<file path="src/rtl/filter_frame_ctrl.sv">
`timescale 1ns/1ps
// Frame sequencer in front of the filter: latches the per-frame configuration,
// forwards pixels and realigns the filter result with line/frame markers.
module filter_frame_ctrl #(
  parameter int LINE_W   = 640,
  parameter int FRAME_H  = 480,
  parameter int PIPE_LAT = 1
) (
  input  logic        clk,
  input  logic        n_rst,
  input  logic        start,
  input  logic [1:0]  cfg_mode,
  input  logic [7:0]  cfg_beta,
  input  logic [2:0]  cfg_wb_mode,
  input  logic        in_valid,
  input  logic [31:0] in_data,
  output logic        in_ready,
  output logic [31:0] filt_in,
  output logic [1:0]  filterMode,
  output logic [7:0]  brightnessCoeff,
  output logic [2:0]  wb_mode,
  output logic        wb_en,
  input  logic [31:0] filt_result,
  output logic        out_valid,
  output logic [31:0] out_data,
  output logic        out_line_end,
  output logic        out_frame_end,
  output logic        busy,
  output logic        done
);

  localparam int CW = (LINE_W  > 1) ? $clog2(LINE_W)  : 1;
  localparam int RW = (FRAME_H > 1) ? $clog2(FRAME_H) : 1;

  typedef enum logic [2:0] {IDLE, LOAD, STREAM, DRAIN, DONE} state_t;

  typedef struct packed {
    logic vld;
    logic le;
    logic fe;
  } tag_t;

  state_t            state_q, state_d;
  logic [CW-1:0]     col_q, col_d;
  logic [RW-1:0]     row_q, row_d;
  logic [1:0]        mode_q;
  logic [7:0]        beta_q;
  logic [2:0]        wbm_q;
  logic [31:0]       filt_in_q;
  tag_t [PIPE_LAT:0] tag_pipe;
  tag_t              tag_new, tag_tail;
  logic              accept, last_col, last_row;

  assign accept   = in_valid && (state_q == STREAM);
  assign last_col = (col_q == CW'(LINE_W - 1));
  assign last_row = (row_q == RW'(FRAME_H - 1));

  assign tag_new  = '{vld: accept, le: accept && last_col, fe: accept && last_col && last_row};
  assign tag_tail = tag_pipe[PIPE_LAT];

  always_comb begin
    state_d  = state_q;
    col_d    = col_q;
    row_d    = row_q;
    in_ready = 1'b0;
    busy     = 1'b0;
    done     = 1'b0;
    wb_en    = 1'b0;
    case (state_q)
      IDLE: if (start) state_d = LOAD;
      LOAD: begin
        busy    = 1'b1;
        wb_en   = (cfg_mode == 2'b10);
        col_d   = '0;
        row_d   = '0;
        state_d = STREAM;
      end
      STREAM: begin
        in_ready = 1'b1;
        busy     = 1'b1;
        if (accept) begin
          if (last_col) begin
            col_d = '0;
            if (last_row) begin
              row_d   = '0;
              state_d = DRAIN;
            end else begin
              row_d = row_q + RW'(1);
            end
          end else begin
            col_d = col_q + CW'(1);
          end
        end
      end
      DRAIN: begin
        busy = 1'b1;
        // Leave only once the frame-end tag has surfaced at the filter output.
        if (tag_tail.fe) state_d = DONE;
      end
      DONE: begin
        done    = 1'b1;
        state_d = IDLE;
      end
      default: state_d = IDLE;
    endcase
  end

  always_ff @(posedge clk or negedge n_rst) begin
    if (!n_rst) begin
      state_q   <= IDLE;
      col_q     <= '0;
      row_q     <= '0;
      mode_q    <= 2'b11;
      beta_q    <= '0;
      wbm_q     <= '0;
      filt_in_q <= '0;
      tag_pipe  <= '0;
    end else begin
      state_q <= state_d;
      col_q   <= col_d;
      row_q   <= row_d;
      if (state_q == LOAD) begin
        mode_q <= cfg_mode;
        beta_q <= cfg_beta;
        wbm_q  <= cfg_wb_mode;
      end
      if (accept) filt_in_q <= in_data;
      // Stage 0 sits beside filt_in; the remaining stages track the filter latency.
      tag_pipe[0] <= tag_new;
      for (int i = 1; i <= PIPE_LAT; i++) tag_pipe[i] <= tag_pipe[i-1];
    end
  end

  assign filt_in         = filt_in_q;
  assign filterMode      = mode_q;
  assign brightnessCoeff = beta_q;
  assign wb_mode         = wbm_q;
  assign out_valid       = tag_tail.vld;
  assign out_line_end    = tag_tail.le;
  assign out_frame_end   = tag_tail.fe;
  assign out_data        = tag_tail.vld ? filt_result : '0;

endmodule

</file>
<file path="config.mk">
export PLATFORM = sky130hd
export DESIGN_NAME = filter_frame_ctrl
export DESIGN_NICKNAME = d
export VERILOG_FILES = /design/src/rtl/filter_frame_ctrl.sv
export SDC_FILE = /design/constraint.sdc
export NUM_CORES = 1
export LEC_CHECK = 0
export BUFFER_PORTS_ARGS = -buffer_cell sky130_fd_sc_hd__buf_2
export CAP_MARGIN = 20
export CORE_MARGIN = 5
export CORE_UTILIZATION = 35
export CTS_CLUSTER_SIZE = 25
export DETAILED_ROUTE_END_ITERATION = 12
export PLACE_DENSITY = 0.7
export SYNTH_ARGS = -nofsm -noshare
export SYNTH_HDL_FRONTEND = slang
export SYNTH_SLANG_ARGS = --single-unit
</file>
<file path="constraint.sdc">
create_clock -name clk -period 1.7 [get_ports clk]
set_clock_uncertainty 0.2 [all_clocks]
set_input_delay 0.085 -clock clk [delete_from_list [all_inputs] [get_ports clk]]
set_output_delay 0.085 -clock clk [all_outputs]
set_load 0.1 [all_outputs]
</file>
Yosys cells after proc, flatten, opt, wreduce, memory -nomap -nowiden --
Index checks and enable logic that the tools add are counted.
Cells by class: add/subtract/negate cells 2, equality and inequality tests 12, multiplexer cells 18, reduce and logical (&&, ||, !) cells 9
Operators by type and width (count):
- 32-bit 2-to-1 mux | 1
- 9-bit 2-to-1 mux | 3
- 10-bit 2-to-1 mux | 2
- 10-bit one-hot mux with 2 select lines | 1
- 9-bit one-hot mux with 2 select lines | 1
- 3-bit 2-to-1 mux | 5
- 3-bit one-hot mux with 4 select lines | 1
- 10-bit by 1-bit adder with 10-bit output, second input constant | 1
- 10-bit == test, second input constant | 1
- 2-bit inequality test, second input constant | 5
- 9-bit by 1-bit adder with 9-bit output, second input constant | 1
- 9-bit == test, second input constant | 1
- 3-bit by 2-bit == test with 1-bit output, second input constant | 2
- 5-bit AND reduction | 1
- 1-bit 2-to-1 mux | 4
- 3-bit by 1-bit == test with 1-bit output, second input constant | 1
- 3-bit == test, second input constant | 1
- 1-bit logical AND | 3
- 3-bit logical NOT | 1
- 3-bit AND reduction | 1
- 3-bit OR reduction | 1
- 2-bit == test, second input constant | 1
- 2-bit AND reduction | 1
- 2-bit nonzero test | 1
Word-level totals: register bits after elaboration 73, input port bits 81, output and inout port bits 84, logic and storage cells 54

Depth between registers and ports, before layout --
depth after elaboration 5, gate-level depth with buffers 7, depth with buffers taken out 5

Worst setup path before layout --
OpenSTA, ideal clock, no wires.
kind register -> output, from register state_q[1], to output wb_en, arrival time 3272 ps, slack -1857 ps, stages on the path, launching flop included 5, path buffers 2, cells stage by stage dfrtp_1 buf_2 or3b_1 buf_2 nor3b_1
On the way: longest elaborated chain between the ends 2
Ends and longest elaborated chain:
- start: declaration | line 43 | state_t state_q, state_d;
- start signal: assignment | line 119 | state_q <= state_d;
- 3-bit by 1-bit == test with 1-bit output | line 69 | case (state_q)
- 1-bit 2-to-1 mux | line 69
- end: declaration | line 22 | output logic wb_en,
Every way passes these cells.

Final worst setup path --
from register state_q[1], to register col_q[5]
On the way: longest elaborated chain between the ends 4, elaborated cells on any way between the ends 7
Ends and longest elaborated chain:
- 3-bit by 2-bit == test with 1-bit output | line 54, 69
- 1-bit logical AND | line 54 | assign accept = in_valid && (state_q == STREAM);
- 2-bit inequality test (no line)
- 2-bit AND reduction (no line)
- end signal: assignment | line 120 | col_q <= col_d;
- end: declaration | line 44 | logic [CW-1:0] col_q, col_d;
Several ways; a longest one is shown, not always the timed one. A chain may end at the register's enable or synchronous reset.

==> out/results.ini <==
[grt]
antenna_found_initial=1
grt_max_degree=33
gr-usage-met1=0.242
met3_usage=0.0558
met2_usage=0.427
overflow=0
grt_pass1_vias=4045
grt-busiest-layer=met2
grt_pass1_wl_mm=20.6
grt_usage=0.230

[sta]
worst_pin_slew_ps=513
finalSetupViolations=71
fmax_mhz=487
fin_setup_tns_ps=-13150
fin_ws_ps=-352
max_slew_margin=0.660
final_max_slew_viol_count=0
period_share=1.21
rsz0062_at_grt=true
worst_hold_slack_ps=37.4
finalHoldViolations=0
period_needed_ps=2050

[die]
start_util=0.360
dieArea_um2=11600
io_pins=165
coreArea_um2=9240
die_h_um=108
die_x_um=108
rows=35

[route]
vias_per_cell=5.10
num_vias=4053
drt_first_pass_iters=5
ant_nets=0
routed_wl_mm=15.5
wl_per_cell_um=19.4
drc_errors=0
drtIter0Drc=199

[placement]
io_buffers=164
dp_hpwl_mm=8.72
dp.cells=692
gp_congestion=0.845

[finish]
nets=744
area_delta_synth_final_pct=105
final_cell_mix=buf_2 (126), nand2_1 (117), dfrtp_1 (70)
final_cell_count_no_fill=795
fill_cells=537
final_common_cell=buf_2
drive_above_1_share=0.561

[setup_path]
slowest_stage=or3b_4
cp-end-kind=register
startpoint_type=register
worst_path_largest_cell_delay_ps=430
path_delay_family=simple AND/OR/NAND/NOR gates
arrival_ps=2080
worstPathCellList=or3b_4, buf_8, buf_4, buf_12, a211oi_4, xnor2_1, nor2_1
cp.required_ps=1730
crit_buf_inv=3
timing_worst_setup_path_type=register to register
critPathMaxFanout=6

[logic_synthesis]
synth_area_leader_cell=dfrtp_1
synth_enable_flop_cells=0
yosys_warnings=0
synth_top_area_frac=0.533
syn-num-nets=453
ys.flop_type=dfrtp_1
avgSynthCellArea_um2=9.00
syn_inst=370
ys_top_cells_by_area=dfrtp_1 (53%), nand2_1 (17%), and2_1 (6.2%)
async_flop_share=1.00
ys_types=47
syn_area_um2=3330
seq_area_frac_synth=0.549
synth-seq-cells=73

[pwr]
vdd_drop_max_uv=482
pwr_density_cell_nw_per_um2=800
pwr-share-clk=0.242
combPwrFrac=0.396
sequentialPowerShare=0.362
switching_share=0.405
intPower_mw=3.25
p_leak_nw=3.41
power.net_switching_mw=2.21

[clock_tree]
htree_levels=3
numCtsBuffers=9
cts_root_buf=clkbuf_8
cts_tree=done
cts_sinks=73
clockBufferDepth=2
clock_latency_ps=350
clk_pin_slew_worst_paths_ps=80

[run]
cap_violations=0

[status]
violations=setup timing
outcome=complete, but fails checks

[hold_path]
hp-class=input pin to async pin

## power groups by stage
stage                     registers [mW]  clock network, mW  logic, mW
after floorplan                     2.63                  0      0.569
after global placement              1.98                  0       1.82
after detailed placement            1.99                  0       1.84
after CTS                           1.96               1.32       2.00
after global routing                1.99               1.41       2.23
final                               1.97               1.32       2.16
## per-stage QoR
stage          setup WS, ps  area, um^2  total power [mW]  utilization
2_1_floorplan          -676        3450              3.20            -
3_3_place_gp           -128        5280              3.80        0.571
3_5_place_dp           -164        5280              3.83        0.571
4_1_cts                -279        6380              5.29        0.690
5_1_grt                -393        6820              5.63        0.738
6_report               -352        6820              5.46        0.738
## path summary, 6_finish.rpt
path / from / to / cells after the start / slack (ps)
worst min-delay path: n_rst / brightnessCoeff[0]$_DFFE_PN0P_ / 2 / 40
worst max-delay path: state_q[1]$_DFFE_PN0P_ / col_q[5]$_DFFE_PN0P_ / 7 / -350
max in group asynchronous: n_rst / out_valid$_DFF_PN0_ / 3 / 710
worst max register to register: state_q[1]$_DFFE_PN0P_ / col_q[5]$_DFFE_PN0P_ / 7 / -350
worst min register to register: tag_pipe[0]$_DFF_PN0_ / out_frame_end$_DFF_PN0_ / 0 / 160
min in group clk: tag_pipe[0]$_DFF_PN0_ / out_frame_end$_DFF_PN0_ / 0 / 160
## per-layer routing
metal | routed length [um] | vias to the layer above
met4 | 631 | 0
met5 | 0 | -
met2 | 8210 | 235
met3 | 1250 | 55
met1 | 5360 | 1963
li1 | - | 1800
## synth_stat cells (all sizes together), types with 4 or more instances
cell type / instances
nand2: 151
dfrtp: 71
and2: 34
nor2: 11
clkbuf: 10
buf: 9
nand3: 8
a21oi: 4
a31oi: 4
inv: 4
nor3: 4
o21ai: 4
or3: 4
xor2: 4
## flip-flops by register name, indices dropped and copies added, names as in the netlist
name	count
filt_in	32
col_q	10
row_q	9
brightnessCoeff	8
state_q	3
tag_pipe	3
wb_mode	3
filterMode	2
out_frame_end	1
out_line_end	1
out_valid	1
## timing repair
action | in CTS | in global routing
setup buffers | 21 | 18
endpoints found under the setup margin | 32 | 71
hold buffers | 48 | 0
cloned | 2 | 5
hold endpoints to repair | 119 | 0
pin swaps | 29 | 20
gates resized for setup | 55 | 69
## final cells by class
type	count	area, um^2	share of cell area
clock buffers	9	124	0.0182
flip-flops and latches	73	1830	0.268
inverters	4	20.0	0.00294
diodes	1	2.50	0.000367
repair buffers	299	2810	0.411
well taps	129	161	0.0237
clock inverters	6	58.8	0.00862
multi-input cells	274	1820	0.267
## worst register-to-register path, delay by kind of cell (launching register included)
family	cells	cell delay, ps
and+or+nand+nor	2	500
buffers and inverters	3	420
DFF	1	400
AOI/OAI and AO/OA	1	250
xor gates and xnor gates	1	170
## kinds of logic (layout without fill, tap and decap cells)
logic type               after synthesis  after routing  share of synthesized area
buffers and inverters                 23            318                     0.0293
adder cells (fa/ha/maj)                2              2                    0.00751
other                                  0              1                          0
flip-flops                            73             73                      0.549
AO/OA/AOI/OAI                         30             30                     0.0684
XOR/XNOR                               6              6                     0.0158
multiplexers                           2              2                    0.00601
AND/OR/NAND/NOR                      234            234                      0.324
(Power assumes the default switching activity.)
